===== src/rtl/boxhead_pkg.sv =====
// boxhead_pkg: shared enemy FSM/direction types and sprite footprint constants
package boxhead_pkg;
    typedef enum logic [1:0] {ALIVE, HIT, DEAD} state_e;
    typedef enum logic [1:0] {DOWN, LEFT, UP, RIGHT} dir_e;
    localparam int ENEMY_W  = 26;
    localparam int ENEMY_H  = 26;
    localparam int PLAYER_W = 18;
    localparam int PLAYER_H = 20;
endpackage


===== src/rtl/enemy_hit_test.sv =====
// enemy_hit_test: combinational overlap test of player attack box vs enemy box
// Ports: player_x_i/player_y_i/dir_i player position and facing; enemy_x_i/enemy_y_i
// enemy position; hit_o high when the boxes strictly overlap. 10-bit math avoids overflow.
module enemy_hit_test
    import boxhead_pkg::*;
#(
    parameter int ATTACK_REACH = 12
) (
    input  logic [8:0] player_x_i,
    input  logic [8:0] player_y_i,
    input  dir_e       dir_i,
    input  logic [8:0] enemy_x_i,
    input  logic [8:0] enemy_y_i,
    output logic       hit_o
);
    localparam logic [9:0] R = 10'(ATTACK_REACH);
    logic [9:0] px, py, ex, ey, x0, x1, y0, y1;
    always_comb begin
        px = {1'b0, player_x_i};
        py = {1'b0, player_y_i};
        ex = {1'b0, enemy_x_i};
        ey = {1'b0, enemy_y_i};
        // left/up extensions clamp at the screen origin
        x0 = (dir_i == LEFT) ? (px >= R ? px - R : 10'd0) : px;
        y0 = (dir_i == UP)   ? (py >= R ? py - R : 10'd0) : py;
        x1 = px + 10'(PLAYER_W) + ((dir_i == RIGHT) ? R : 10'd0);
        y1 = py + 10'(PLAYER_H) + ((dir_i == DOWN)  ? R : 10'd0);
        hit_o = (x0 < ex + 10'(ENEMY_W)) && (ex < x1) &&
                (y0 < ey + 10'(ENEMY_H)) && (ey < y1);
    end
endmodule


===== src/rtl/enemy_combat.sv =====
// enemy_combat: per-frame enemy hit/kill/damage FSM (ALIVE/HIT/DEAD)
// Ports: Clk, Reset_n (async active-low), game_frame_clk_rising_edge frame strobe;
// Player_X/Y/Direction/Attack, Obj_X_Pos/Obj_Y_Pos, Enemy_Attack_Ready in;
// Enemy_Is_Attacked, is_alive, Enemy_HP, Player_Damage (pulse), Kill (pulse) out.
// Define ENEMY_RESPAWN_EN to make DEAD respawn after RESPAWN_FRAMES strobes.
module enemy_combat
    import boxhead_pkg::*;
#(
    parameter int ENEMY_HP        = 3,
    parameter int ATTACK_REACH    = 12,
    parameter int ATTACK_COOLDOWN = 30,
    parameter int RESPAWN_FRAMES  = 120
) (
    input  logic       Clk,
    input  logic       Reset_n,
    input  logic       game_frame_clk_rising_edge,
    input  logic [8:0] Player_X,
    input  logic [8:0] Player_Y,
    input  logic [1:0] Player_Direction,
    input  logic       Player_Attack,
    input  logic [8:0] Obj_X_Pos,
    input  logic [8:0] Obj_Y_Pos,
    input  logic       Enemy_Attack_Ready,
    output logic       Enemy_Is_Attacked,
    output logic       is_alive,
    output logic [2:0] Enemy_HP,
    output logic       Player_Damage,
    output logic       Kill
);
    localparam int CW = $clog2(ATTACK_COOLDOWN + 2);
    state_e        state_q, state_d;
    logic [2:0]    hp_q, hp_d;
    logic [CW-1:0] cd_q, cd_d, cd_dec;
    logic          atk_q, dmg_q, dmg_d, kill_q, kill_d, hit, landed;
    enemy_hit_test #(.ATTACK_REACH(ATTACK_REACH)) u_hit (
        .player_x_i(Player_X),
        .player_y_i(Player_Y),
        .dir_i     (dir_e'(Player_Direction)),
        .enemy_x_i (Obj_X_Pos),
        .enemy_y_i (Obj_Y_Pos),
        .hit_o     (hit)
    );
`ifdef ENEMY_RESPAWN_EN
    localparam int RW = $clog2(RESPAWN_FRAMES + 1);
    logic [RW-1:0] rsp_q, rsp_d;
`endif
    always_comb begin
        landed  = (state_q == ALIVE) && Player_Attack && !atk_q && hit;
        // damage readiness is judged on the already-decremented count so pulses
        // land exactly ATTACK_COOLDOWN strobes apart
        cd_dec  = (cd_q == '0) ? '0 : cd_q - 1'b1;
        state_d = state_q;
        hp_d    = hp_q;
        cd_d    = cd_q;
        dmg_d   = 1'b0;
        kill_d  = 1'b0;
`ifdef ENEMY_RESPAWN_EN
        rsp_d   = rsp_q;
`endif
        if (game_frame_clk_rising_edge) begin
            cd_d = cd_dec;
            if (state_q == ALIVE) begin
                if (landed) begin
                    hp_d    = hp_q - 3'd1;
                    state_d = (hp_d == 3'd0) ? DEAD : HIT;
                    kill_d  = (hp_d == 3'd0);
                end else if (Enemy_Attack_Ready && cd_dec == '0) begin
                    dmg_d = 1'b1;
                    cd_d  = CW'(ATTACK_COOLDOWN);
                end
            end else if (state_q == HIT) begin
                state_d = ALIVE;
            end else begin
`ifdef ENEMY_RESPAWN_EN
                rsp_d = rsp_q + 1'b1;
                if (rsp_q == RW'(RESPAWN_FRAMES - 1)) begin
                    state_d = ALIVE;
                    hp_d    = 3'(ENEMY_HP);
                    cd_d    = '0;
                    rsp_d   = '0;
                end
`endif
            end
        end
    end
    always_ff @(posedge Clk or negedge Reset_n) begin
        if (!Reset_n) begin
            state_q <= ALIVE;
            hp_q    <= 3'(ENEMY_HP);
            cd_q    <= '0;
            atk_q   <= 1'b0;
            dmg_q   <= 1'b0;
            kill_q  <= 1'b0;
`ifdef ENEMY_RESPAWN_EN
            rsp_q   <= '0;
`endif
        end else begin
            state_q <= state_d;
            hp_q    <= hp_d;
            cd_q    <= cd_d;
            atk_q   <= game_frame_clk_rising_edge ? Player_Attack : atk_q;
            dmg_q   <= dmg_d;
            kill_q  <= kill_d;
`ifdef ENEMY_RESPAWN_EN
            rsp_q   <= rsp_d;
`endif
        end
    end
    assign Enemy_Is_Attacked = (state_q == HIT);
    assign is_alive          = (state_q != DEAD);
    assign Enemy_HP          = hp_q;
    assign Player_Damage     = dmg_q;
    assign Kill              = kill_q;
endmodule

===== config.mk =====
export PLATFORM = sky130hd
export DESIGN_NAME = enemy_combat
export DESIGN_NICKNAME = d
export VERILOG_FILES = /design/src/rtl/boxhead_pkg.sv /design/src/rtl/enemy_hit_test.sv /design/src/rtl/enemy_combat.sv
export SDC_FILE = /design/constraint.sdc
export NUM_CORES = 1
export LEC_CHECK = 0
export BUFFER_PORTS_ARGS = -buffer_cell sky130_fd_sc_hd__buf_2
export CORE_MARGIN = 2
export CORE_UTILIZATION = 57
export DETAILED_ROUTE_END_ITERATION = 6
export PLACE_DENSITY = 0.82
export SLEW_MARGIN = 30
export SYNTH_ARGS = -nofsm -noshare
export SYNTH_HDL_FRONTEND = slang
export SYNTH_SLANG_ARGS = --single-unit

===== constraint.sdc =====
create_clock -name Clk -period 2.6 [get_ports Clk]
set_clock_uncertainty 0.1 [all_clocks]
set_input_delay 0.26 -clock Clk [delete_from_list [all_inputs] [get_ports Clk]]
set_output_delay 0.26 -clock Clk [all_outputs]
set_load 0.05 [all_outputs]

==> results of run 1 <==
## cell usage in the layout, fill, tap and decap left out, drive strengths merged, types with 2 or more instances in the layout
cell type and n:
mux2i 5, o22ai 2, nand2b 9, nand2 38, buf 112, a22o 2, nor2 19, mux2 2
o21a 3, nor2b 5, nand4 8, a21o 4, and3 5, o21ai 14, o211ai 4, a211oi 6
nor3 7, nor3b 4, ha 49, dfstp 2, xnor2 13, or3 5, nand3 6, and2 2
nor4b 2, a21oi 19, a31oi 2, xor2 17, clkbuf 3, inv 19, dfrtp 11, or4 2
## cells by family after synthesis
logic type,count (synthesis),synth area share [%]
muxes,7,2.89
AOI/OAI and AO/OA,66,18.2
xor gates and xnor gates,30,10.5
and+or+nand+nor,115,25.3
adders and majority gates,50,25.2
buffers and inverters,27,4.88
DFF,13,13.0
## state kept, by name, summed over array words and instances, names as in the netlist
signal         flops
Enemy_HP           3
Kill               1
Player_Damage      1
atk_q              1
cd_q               5
state_q            2
## stage by stage
step	cells	worst slack (ps)	cell area, um^2	setup TNS (ps)
floorplan	308	-671	2540	-6270
global placement	461	-872	3250	-8520
detailed placement	461	-1010	3250	-9750
CTS	469	-582	3380	-5630
global route	469	-759	3400	-7230
finish	469	-641	3400	-6110
## layer usage
| layer | global-route usage [%] | vias up |
|---|---|---|
| met3 | 3.75 | 26 |
| met5 | 0 | - |
| met4 | 9.40 | 0 |
| met1 | 33.6 | 1228 |
| li1 | - | 1331 |
| met2 | 55.9 | 97 |
## where the power goes
part | internal, mW | total [mW] | switching, mW | leakage (nW)
Sequential | 0.272 | 0.334 | 0.0613 | 0.161
Clock | 0.106 | 0.188 | 0.0822 | 0.0255
Combinational | 0.379 | 0.872 | 0.493 | 1.52
## Yosys cell counts (3+ instances only)
cell type                  number
sky130_fd_sc_hd__a211oi_1       6
sky130_fd_sc_hd__a21o_1         4
sky130_fd_sc_hd__a21oi_1       17
sky130_fd_sc_hd__and3_1         5
sky130_fd_sc_hd__clkbuf_1       3
sky130_fd_sc_hd__dfrtp_1       11
sky130_fd_sc_hd__ha_1          49
sky130_fd_sc_hd__inv_1         19
sky130_fd_sc_hd__mux2i_1        5
sky130_fd_sc_hd__nand2_1       38
sky130_fd_sc_hd__nand2b_1       9
sky130_fd_sc_hd__nand3_1        6
sky130_fd_sc_hd__nand4_1        8
sky130_fd_sc_hd__nor2_1        19
sky130_fd_sc_hd__nor2b_1        5
sky130_fd_sc_hd__nor3_1         6
sky130_fd_sc_hd__nor3b_1        3
sky130_fd_sc_hd__o211ai_1       4
sky130_fd_sc_hd__o21a_1         3
sky130_fd_sc_hd__o21ai_0       13
sky130_fd_sc_hd__or3_1          5
sky130_fd_sc_hd__xnor2_1       13
sky130_fd_sc_hd__xor2_1        17
## worst max-delay path, stage by stage
cell                       delay, ps
sky130_fd_sc_hd__buf_6            90
sky130_fd_sc_hd__or2_4           240
sky130_fd_sc_hd__inv_2            60
sky130_fd_sc_hd__ha_4            190
sky130_fd_sc_hd__ha_4            160
sky130_fd_sc_hd__fa_2            330
sky130_fd_sc_hd__a21o_1          190
sky130_fd_sc_hd__nand2_2          80
sky130_fd_sc_hd__xor2_1          180
sky130_fd_sc_hd__ha_1            300
sky130_fd_sc_hd__nand4_1         120
sky130_fd_sc_hd__a211oi_2         50
sky130_fd_sc_hd__a221oi_2        340
sky130_fd_sc_hd__nand4b_4        170
sky130_fd_sc_hd__nor3b_4         330
sky130_fd_sc_hd__mux2i_1         230
## worst paths after layout
path / to / slack [ps]
worst max-delay path: Enemy_HP[1]$_DFFE_PN1P_ / -640
worst min register to register: Enemy_HP[0]$_DFFE_PN1P_ / 430
worst max register to register: cd_q[2]$_DFFE_PN0P_ / 260
worst min-delay path: atk_q$_DFFE_PN0P_ / 180
min in group asynchronous: cd_q[3]$_DFFE_PN0P_ / 320
max in group asynchronous: Enemy_HP[1]$_DFFE_PN1P_ / 1800
## cell type report
class,count,area (um^2)
clock buffers,3,41.3
clock inverters,1,5.00
fillers,312,893
inverters,19,71.3
multi-input cells,268,2150
flip-flops and latches,13,328
well taps,52,65.1
repair buffers,113,738
## timing repair
action,CTS,global route
setup endpoints to repair,11,11
hold buffers,1,0
pin swaps,19,8
buffers inserted,3,0
hold endpoints to repair,11,0
resized for setup,9,6
==> results.txt, run 1 <==
----------------------------------------------------
[STA]
  Worst Setup Slack, final ... -641 ps
  Highest Clock Rate ... approximately 0.3 GHz
  Final hold vios ... 0
  Max-slew violation count ... 0
  Setup repair after global routing missed its margin ... true
  Worst hold slack ... around 180 ps
  Measured slew at the worst slew-check pin ... ~440 ps
  Crit share post-route ... 125%
  Minimum clock period ... approximately 3200 ps
  Setup violations, final ... 11
  Worst slew margin relative to its limit ... a little over two thirds

[Clock network]
  Clock Tree Root ... sky130_fd_sc_hd__clkbuf_8
  Number of clock sinks ... 13
  Clock slew seen by the registers of the worst setup and hold paths ... 60 ps
  Skew-Pair Late Insertion Delay ... around 250 ps
  CTS tree ... built
  Num CTS Buffers ... 3
  CTS HTree Levels ... 1
  Clock Path Buffers ... 2

[Die]
  Initial core utilization ... roughly 59%
  Placeable core region ... 4290 um^2
  Die X-Extent ... ~70 um
  Die area ... roughly 5000 um^2
  Y dimension of the die ... ~70 um
  Row count ... 24
  Top-level port count ... 50

[Global routing]
  Maximum number of pins on one net before global-route repair ... 14
  Aggregate global-route resource usage ... between 20 and 30%
  Number of antenna violations at the first check in global routing ... 0
  Total gr overflow ... 0
  Via count of the first global-routing pass ... around 2,700
  Wire length of the first global-routing pass ... approximately 12,000 um

[Logic synthesis]
  Leading area contributor after synthesis ... sky130_fd_sc_hd__ha_1
  Ys Warns ... 0
  Number of enable-type register cells in the synthesized netlist ... 0
  Async S/R FF share, synth ... 100%
  Gate count of the mapped netlist ... ~310
  Share of Yosys cell area claimed by the top area cell type ... 24.4%
  Dominant register cell in the synthesized netlist ... sky130_fd_sc_hd__dfrtp_1
  Total nets after synthesis ... around 400
  Share of the yosys chip area belonging to registers ... 13.0%
  Count of unique library cells instantiated by Yosys ... 54
  Mapped cell area ... between 2000 and 3000 um^2
  Main area contributors after synthesis ... sky130_fd_sc_hd__ha_1 24%, sky130_fd_sc_hd__dfrtp_1 11%, sky130_fd_sc_hd__xor2_1 5.9%
  Mean cell area of the mapped netlist ... roughly 8.2 um^2
  Flop and latch count out of synthesis ... 13

[Routing]
  Top layer in use ... met4
  Number of search-and-repair iterations in the first detailed-routing pass ... 4
  Routed vias/inst ... approximately 5.7
  Final routed wirelength across all metal layers ... 6970 um
  Antenna Nets Post-Route ... 0
  Met1 routed wirelength after detailed routing ... between 2000 and 3000 um
  Starting DRC count in detailed routing ... approximately 140
  Routed WL per cell ... roughly 15 um
  Overall via count from detail_route ... 2,682
  Length of routed met3 wiring ... ~320 um
  WL met2 ... 3600 um
  Drc violations ... 0

[Worst setup path]
  Largest fanout on the critical path ... 5
  Kind of start point of the critical path ... input port
  CP Data Required Time ... around 2700 ps
  Critical path class ... in2reg
  Start of the worst register-to-register path ... cd_q[0]$_DFFE_PN0P_
  Number of cell instances on the worst register-to-register path ... 8
  Worst Setup SP ... Player_Direction[0]
  Worst endpoint data arrival time ... 3330 ps
  Critical Path End Type ... register

[Power and ir drop]
  Worst-case vdd ir drop ... roughly 240 uV
  Total Power Consumption ... about 1.4 mW
  Total leakage power ... 1.71 nW
  Total power density per cell area ... ~400 nW/um^2

[Hold path]
  Number of cells traversed by the worst hold path ... 2
  Worst min path class ... in2reg
  Worst min-delay path startpoint ... Player_Attack

[Outcome]
  Run status ... complete, but fails checks
  Violations in the final reports ... setup timing

[Final layout]
  Synth-to-Final Area Change ... 35.3%
  Net count, final ... slightly above 500
  Ratio of cells with drive above 1 in the final layout ... approximately 35%
  Antenna diode count ... 0
  Final core utilization ... ~79%

[Placed design]
  Final RePlAce weighted congestion ... between 0.8 and 0.9
  Total half-perimeter wirelength after legalization and detailed placement ... between 5000 and 6000 um
  IO buf count ... 49

[Flow run]
  Max-cap viol count ... 0

----------------------------------------------------
No activity file was read; power rests on OpenSTA's default activity.
==> run 2, diff against run 1 <==
- SYNTH_HIERARCHICAL: unset -> 1
==> results.txt, run 2 <==
----------------------------------------------------
[Outcome]
  Run status ... complete, but fails checks
  Violations in the final reports ... setup timing

[Die]
  Top-level port count ... 50 (unchanged)
  Placeable core region ... 4060 um^2 (-5.5%)
  Y dimension of the die ... 69.5 um (-1.3%)
  Die X-Extent ... 69.5 um (-1.3%)
  Die area ... 4820 um^2 (-2.7%)
  Row count ... 23 (-4.2%)
  Initial core utilization ... 60.2% (+1.7 points)

[Clock network]
  Num CTS Buffers ... 3 (unchanged)
  Clock slew seen by the registers of the worst setup and hold paths ... 60 ps (about the same)
  Skew-Pair Late Insertion Delay ... 250 ps (about the same)
  CTS tree ... built
  Clock Path Buffers ... 2 (unchanged)
  Clock Tree Root ... sky130_fd_sc_hd__clkbuf_8
  Number of clock sinks ... 13 (unchanged)
  CTS HTree Levels ... 1 (unchanged)

[Routing]
  Starting DRC count in detailed routing ... 140 (+3.7%)
  Routed vias/inst ... 5.88 (+2.9%)
  Final routed wirelength across all metal layers ... 7200 um (+3.3%)
  Antenna Nets Post-Route ... 0 (unchanged)
  Routed WL per cell ... 15.5 um (+4.2%)
  Overall via count from detail_route ... 2,735 (+2.0%)
  Number of search-and-repair iterations in the first detailed-routing pass ... 4 (unchanged)
  Drc violations ... 0 (unchanged)

[STA]
  Sum Neg Setup Slack ... -12,170 ps (-6070 ps)
  Worst Setup Slack, final ... -1190 ps (-553 ps)
  Crit share post-route ... 146% (+21 points)
  Highest Clock Rate ... 0.264 GHz (-15%)
  Measured slew at the worst slew-check pin ... 532 ps (+93.7 ps)
  Max-slew violation count ... 0 (unchanged)
  Worst hold slack ... 176 ps (-3.73 ps)
  Final hold vios ... 0 (unchanged)
  Setup repair after global routing missed its margin ... true
  Setup violations, final ... 11 (unchanged)
  Worst slew margin relative to its limit ... 64.4% (-6.1 points)
  Minimum clock period ... 3790 ps (+553 ps)

[Logic synthesis]
  Ranking of synthesized cells by instance count ... 49 x sky130_fd_sc_hd__ha_1, 23 x sky130_fd_sc_hd__nand2_1, 19 x sky130_fd_sc_hd__a21oi_1
  Dominant register cell in the synthesized netlist ... sky130_fd_sc_hd__dfrtp_1
  Number of enable-type register cells in the synthesized netlist ... 0 (unchanged)
  Main area contributors after synthesis ... sky130_fd_sc_hd__ha_1 25%, sky130_fd_sc_hd__dfrtp_1 11%, sky130_fd_sc_hd__xor2_1 5.7%
  Gate count of the mapped netlist ... 300 (-2.6%)
  Library cell with the highest instance count after synthesis ... sky130_fd_sc_hd__ha_1
  Mean cell area of the mapped netlist ... 8.14 um^2 (-0.25%)
  Flop and latch count out of synthesis ... 13 (unchanged)
  Mapped cell area ... 2440 um^2 (-2.8%)
  Ys Warns ... 6 (+6)
  Async S/R FF share, synth ... 100% (unchanged)
  Share of Yosys cell area claimed by the top area cell type ... 25.1% (+0.71 points)
  Share of the yosys chip area belonging to registers ... 13.4% (+0.38 points)
  Leading area contributor after synthesis ... sky130_fd_sc_hd__ha_1
  Total nets after synthesis ... 393 (-2.0%)
  Count of unique library cells instantiated by Yosys ... 59 (+9.3%)

[Worst setup path]
  Cell seen most often among critical-path stages ... sky130_fd_sc_hd__ha_4
  Largest stage delay on the critical path ... 360 ps (+20 ps)
  Critical path class ... in2reg
  Setup slack on the worst flop-to-flop path ... 840 ps (+580 ps)
  Master of the slowest instance on the critical path ... sky130_fd_sc_hd__fa_2
  Critical Path End Type ... register
  Kind of start point of the critical path ... input port
  CP Data Required Time ... 2690 ps (about the same)
  Worst endpoint data arrival time ... 3890 ps (+560 ps)
  Largest fanout on the critical path ... 3 (-2)
  Cells traversed along the worst timing path ... buf_6, or2_4, inv_4, ha_4, ha_4, fa_2, a21o_1, nand2_2, xor2_2, ha_1, nand3_1, nand2_1, a2111o_1, a211o_1, nor4_4, nand3b_1, buf_4, nand2b_4, nor2_4, or2_2

[Final layout]
  Final core utilization ... 82.9% (+3.7 points)
  Final non-filler cell area ... 3360 um^2 (-1.1%)
  Antenna diode count ... 0 (unchanged)
  Area of the multi-input gates ... 2100 um^2 (-2.5%)
  Sequential cell area in the final layout ... 328 um^2 (unchanged)
  Ratio of cells with drive above 1 in the final layout ... 35.9% (+1.4 points)
  Fill cells ... 240 (-23%)
  Most flops, register ... cd_q
  Largest register FFs ... 5 (unchanged)
  Commonest cells after routing, fill and taps aside ... 67 x sky130_fd_sc_hd__buf_4, 48 x sky130_fd_sc_hd__buf_2, 47 x sky130_fd_sc_hd__ha_1, 21 x sky130_fd_sc_hd__nand2_1, 19 x sky130_fd_sc_hd__a21oi_1
  Non-filler cells, final ... 465 (-0.85%)
  Synth-to-Final Area Change ... 37.8%
  Net count, final ... 509 (-0.39%)
  Leading cell type in the layout, fill and taps excluded ... sky130_fd_sc_hd__buf_4

[Placed design]
  Standard cell area after detailed placement ... 3230 um^2 (-0.69%)
  IO buf count ... 49 (unchanged)
  Total half-perimeter wirelength after legalization and detailed placement ... 5670 um (-1.4%)
  Placed cells ... 457 (-0.87%)
  Final RePlAce weighted congestion ... 0.848 (+3.3%)
  Post-placement worst setup slack ... -1320 ps (-310 ps)

[Power and ir drop]
  Worst-case vdd ir drop ... 500 uV (+110%)
  Total power density per cell area ... 438 nW/um^2 (+6.8%)
  Total Power Consumption ... 1.47 mW (+5.7%)
  Total leakage power ... 1.73 nW (+1.2%)

[Global routing]
  Maximum number of pins on one net before global-route repair ... 14 (unchanged)
  Number of antenna violations at the first check in global routing ... 0 (unchanged)
  Via count of the first global-routing pass ... 2,713 (+0.33%)
  Wire length of the first global-routing pass ... 11,400 um (-3.1%)
  Total gr overflow ... 0 (unchanged)
  Aggregate global-route resource usage ... 28.7% (-0.80 points)

[Hold path]
  Worst min path class ... in2reg

[Flow run]
  Max-cap viol count ... 0 (unchanged)

----------------------------------------------------
-- run 2: worst max-delay path, delay by kind of cell --
| family | cells | cell delay (ps) |
|---|---|---|
| and+or+nand+nor | 9 | 1230 |
| adders and majority gates | 4 | 990 |
| AOI/OAI and AO/OA | 3 | 890 |
| buffers and inverters | 3 | 330 |
| xor gates and xnor gates | 1 | 170 |
-- run 2: final timing paths --
| kind | from | cells past startpoint | endpoint |
|---|---|---|---|
| max | Player_Direction[1] | 20 | state_q[1]$_DFFE_PN0P_ |
| min | Player_Attack | 2 | atk_q$_DFFE_PN0P_ |
| max reg2reg | cd_q[0]$_DFFE_PN0P_ | 6 | cd_q[1]$_DFFE_PN0P_ |
| min reg2reg | Enemy_HP[1]$_DFFE_PN1P_ | 2 | Enemy_HP[1]$_DFFE_PN1P_ |
| max in group asynchronous | Reset_n | 2 | Enemy_HP[0]$_DFFE_PN1P_ |
| min in group asynchronous | Reset_n | 2 | cd_q[2]$_DFFE_PN0P_ |
-- run 2: final cells by class --
type                       instances  share of cell area, %
clock buffer                       4                   1.34
inverter                          17                   1.97
multi-input combinational        264                   62.4
sequential                        13                   9.74
tap                               50                   1.86
timing repair buffer             117                   22.7
-- run 2: power breakdown --
| group | total, mW | switching (mW) | internal, mW |
|---|---|---|---|
| clock network | 0.187 | 0.0784 | 0.108 |
| logic | 0.940 | 0.531 | 0.409 |
| registers | 0.347 | 0.0712 | 0.276 |
-- run 2: layer usage --
layer / track usage (%) / vias to the layer above / share of wire, %
li1: - / 1321 / -
met1: 34.0 / 1271 / 41
met2: 54.1 / 120 / 50
met3: 4.07 / 23 / 5.7
met4: 6.54 / 0 / 2.7
met5: 0 / - / 0
-- run 2: logic make-up (layout without fill, tap and decap cells) --
logic type               count (synthesis)  count (layout)  share of synthesized area (%)
AO/OA/AOI/OAI                           66              66                           17.7
XOR/XNOR                                29              29                           10.4
adder cells (fa/ha/maj)                 50              50                           25.9
buffers and inverters                   23             138                           4.05
flip-flops                              13              13                           13.4
multiplexers                             4               4                           1.69
AND/OR/NAND/NOR                        115             115                           26.8
-- run 2: timing repair --
item                                    4_1_cts  5_1_grt
endpoints found under the hold margin        11        0
endpoints found under the setup margin       11       11
resized for setup                             5        7
setup buffers                                 1        2
pin swaps                                     5        7
hold buffers                                  1        0
==> run 3, diff against run 2 <==
- GPL_TIMING_DRIVEN: unset -> 0
- HOLD_SLACK_MARGIN: unset -> 0.02
- SKIP_LAST_GASP: unset -> 1
==> results.txt, run 3 (synthesis results as in run 2) <==
----------------------------------------------------
[Placed design]
  Placed cells ... 394 (-14%)
  Final RePlAce weighted congestion ... 0.822 (-3.1%)
  IO buf count ... 44 (-10%)
  Total half-perimeter wirelength after legalization and detailed placement ... 4490 um (-21%)

[Routing]
  Starting DRC count in detailed routing ... 87 (-38%)
  Number of search-and-repair iterations in the first detailed-routing pass ... 4 (unchanged)
  Drc violations ... 0 (unchanged)
  Antenna Nets Post-Route ... 0 (unchanged)
  Overall via count from detail_route ... 2,374 (-13%)
  Routed WL per cell ... 13.8 um (-11%)
  Final routed wirelength across all metal layers ... 5570 um (-23%)
  Routed vias/inst ... 5.88 (about the same)

[STA]
  Worst Setup Slack, final ... -1020 ps (+170 ps)
  Max-slew violation count ... 0 (unchanged)
  Measured slew at the worst slew-check pin ... 552 ps (+20.0 ps)
  Setup violations, final ... 11 (unchanged)
  Highest Clock Rate ... 0.276 GHz (+4.7%)
  Setup repair after global routing missed its margin ... true
  Crit share post-route ... 139% (-6.5 points)
  Worst slew margin relative to its limit ... 63.1% (-1.3 points)
  Final hold vios ... 0 (unchanged)
  Minimum clock period ... 3620 ps (-170 ps)

[Die]
  Die area ... 4820 um^2 (unchanged)
  Y dimension of the die ... 69.5 um (unchanged)
  Die X-Extent ... 69.5 um (unchanged)
  Placeable core region ... 4060 um^2 (unchanged)
  Initial core utilization ... 60.2% (unchanged)
  Row count ... 23 (unchanged)
  Top-level port count ... 50 (unchanged)

[Power and ir drop]
  Total leakage power ... 1.43 nW (-17%)
  Total power density per cell area ... 468 nW/um^2 (+6.7%)
  Worst-case vdd ir drop ... 456 uV (-8.8%)

[Final layout]
  Largest register FFs ... 5 (unchanged)
  Net count, final ... 448 (-12%)
  Final core utilization ... 72.2% (-11 points)
  Commonest cells after routing, fill and taps aside ... 47 x sky130_fd_sc_hd__ha_1, 43 x sky130_fd_sc_hd__buf_2, 21 x sky130_fd_sc_hd__nand2_1, 17 x sky130_fd_sc_hd__nor2_1, 17 x sky130_fd_sc_hd__a21oi_1
  Synth-to-Final Area Change ... 20.0%
  Antenna diode count ... 0 (unchanged)
  Most flops, register ... cd_q
  Fill cells ... 315 (+31%)
  Non-filler cells, final ... 404 (-13%)
  Ratio of cells with drive above 1 in the final layout ... 24.9% (-11 points)
  Leading cell type in the layout, fill and taps excluded ... sky130_fd_sc_hd__ha_1

[Worst setup path]
  Largest fanout on the critical path ... 5 (+2)
  CP Data Required Time ... 2620 ps (-70 ps)
  Number of buffers and inverters on the critical path ... 2 (-1)
  Largest delay contributor family on the critical path ... simple AND/OR/NAND/NOR gates
  Cell seen most often among critical-path stages ... sky130_fd_sc_hd__ha_4
  Cells traversed along the worst timing path ... buf_8, or2_4, inv_2, ha_4, ha_4, fa_2, a21o_1, nand2_1, xor2_1, ha_1, nand3_2, nand2_2, a2111o_1, a211o_1, nor4_2, nand3b_1, nand4b_1, o22ai_1
  Worst endpoint data arrival time ... 3640 ps (-250 ps)
  Critical path class ... in2reg
  Critical Path End Type ... register
  Largest stage delay on the critical path ... 410 ps (+50 ps)
  Kind of start point of the critical path ... input port
  Master of the slowest instance on the critical path ... sky130_fd_sc_hd__a2111o_1

[Flow run]
  Max-cap viol count ... 0 (unchanged)

[Clock network]
  Skew-Pair Late Insertion Delay ... 240 ps (about the same)
  Clock slew seen by the registers of the worst setup and hold paths ... 50 ps (about the same)
  CTS tree ... built
  CTS HTree Levels ... 1 (unchanged)
  Clock Path Buffers ... 2 (unchanged)
  Number of clock sinks ... 13 (unchanged)
  Num CTS Buffers ... 3 (unchanged)
  Clock Tree Root ... sky130_fd_sc_hd__clkbuf_8

[Global routing]
  Aggregate global-route resource usage ... 23.0% (-5.7 points)
  Wire length of the first global-routing pass ... 9470 um (-17%)
  Via count of the first global-routing pass ... 2,226 (-18%)
  Maximum number of pins on one net before global-route repair ... 14 (unchanged)
  Number of antenna violations at the first check in global routing ... 0 (unchanged)
  Total gr overflow ... 0 (unchanged)

[Hold path]
  Worst min path class ... in2reg

[Outcome]
  Run status ... complete, but fails checks
  Violations in the final reports ... setup timing

----------------------------------------------------
==> run 3: cell count changes in the layout (fill, tap and decap cells not counted), sizes merged <==
cell / previous run / this run
buf: 116 / 52
clkbuf: 4 / 7
==> run 3: where the power goes <==
part | internal, mW | switching, mW
sequential | 0.276 | 0.0709
combinational | 0.358 | 0.490
clock | 0.108 | 0.0685
total | 0.742 | 0.629
==> run 3: metrics by stage <==
step / hold slack, ps / power, mW / worst slack, ps / TNS [ps] / area (um^2)
finish: 182 / 1.37 / -1020 / -10660 / 2930
global route: 185 / 1.50 / -1210 / -12450 / 2930
CTS: 177 / 1.33 / -1120 / -11140 / 2870
detailed placement: 62.6 / 1.13 / -1420 / -14430 / 2760
global placement: 58.0 / 1.09 / -1360 / -13560 / 2760
floorplan: -136 / 0.931 / -928 / -8750 / 2480
==> run 3: timing repair <==
action	in CTS	in global routing
hold buffers	1	0
hold endpoints to repair	11	0
gates cloned	0	0
setup endpoints to repair	11	11
gates resized for setup	8	14
setup buffers	3	2
pin swaps	13	10
==> run 3: worst paths after layout <==
kind | startpoint | endpoint | slack [ps] | cells past startpoint
min in group asynchronous | Reset_n | cd_q[2]$_DFFE_PN0P_ | 350 | 2
worst min register to register | Enemy_HP[1]$_DFFE_PN1P_ | Enemy_HP[1]$_DFFE_PN1P_ | 390 | 2
worst max register to register | cd_q[0]$_DFFE_PN0P_ | cd_q[1]$_DFFE_PN0P_ | 860 | 6
max in group asynchronous | Reset_n | Enemy_HP[0]$_DFFE_PN1P_ | 1760 | 2
worst max-delay path | Player_Direction[0] | cd_q[3]$_DFFE_PN0P_ | -1020 | 18
worst min-delay path | game_frame_clk_rising_edge | cd_q[0]$_DFFE_PN0P_ | 180 | 2
==> run 3: worst register-to-register path, cell delays in order (launching register included) <==
cell and delay [ps]:
sky130_fd_sc_hd__dfrtp_1 390, sky130_fd_sc_hd__inv_1 100, sky130_fd_sc_hd__ha_1 220, sky130_fd_sc_hd__or3b_4 420, sky130_fd_sc_hd__o21ai_2 130, sky130_fd_sc_hd__o22ai_1 90, sky130_fd_sc_hd__o21bai_1 170
==> run 3: final cells by class <==
type                    count  area [um^2]  share of cell area (%)
plain buffers               6         36.3                    1.24
inverters                  17         63.8                    2.18
well taps                  50         62.6                    2.13
repair buffers             50          293                    9.99
flip-flops and latches     13          328                    11.2
clock buffers               4         45.0                    1.54
multi-input cells         264         2100                    71.7
==> run 3: routing by layer <==
layer / vias to the layer above / GRT usage [%] / part of all wire (%)
li1: 1205 / - / -
met1: 1088 / 30.8 / 46
met2: 65 / 39.6 / 48
met3: 16 / 2.47 / 3.9
met4: 0 / 5.45 / 2.0
met5: - / 0 / 0
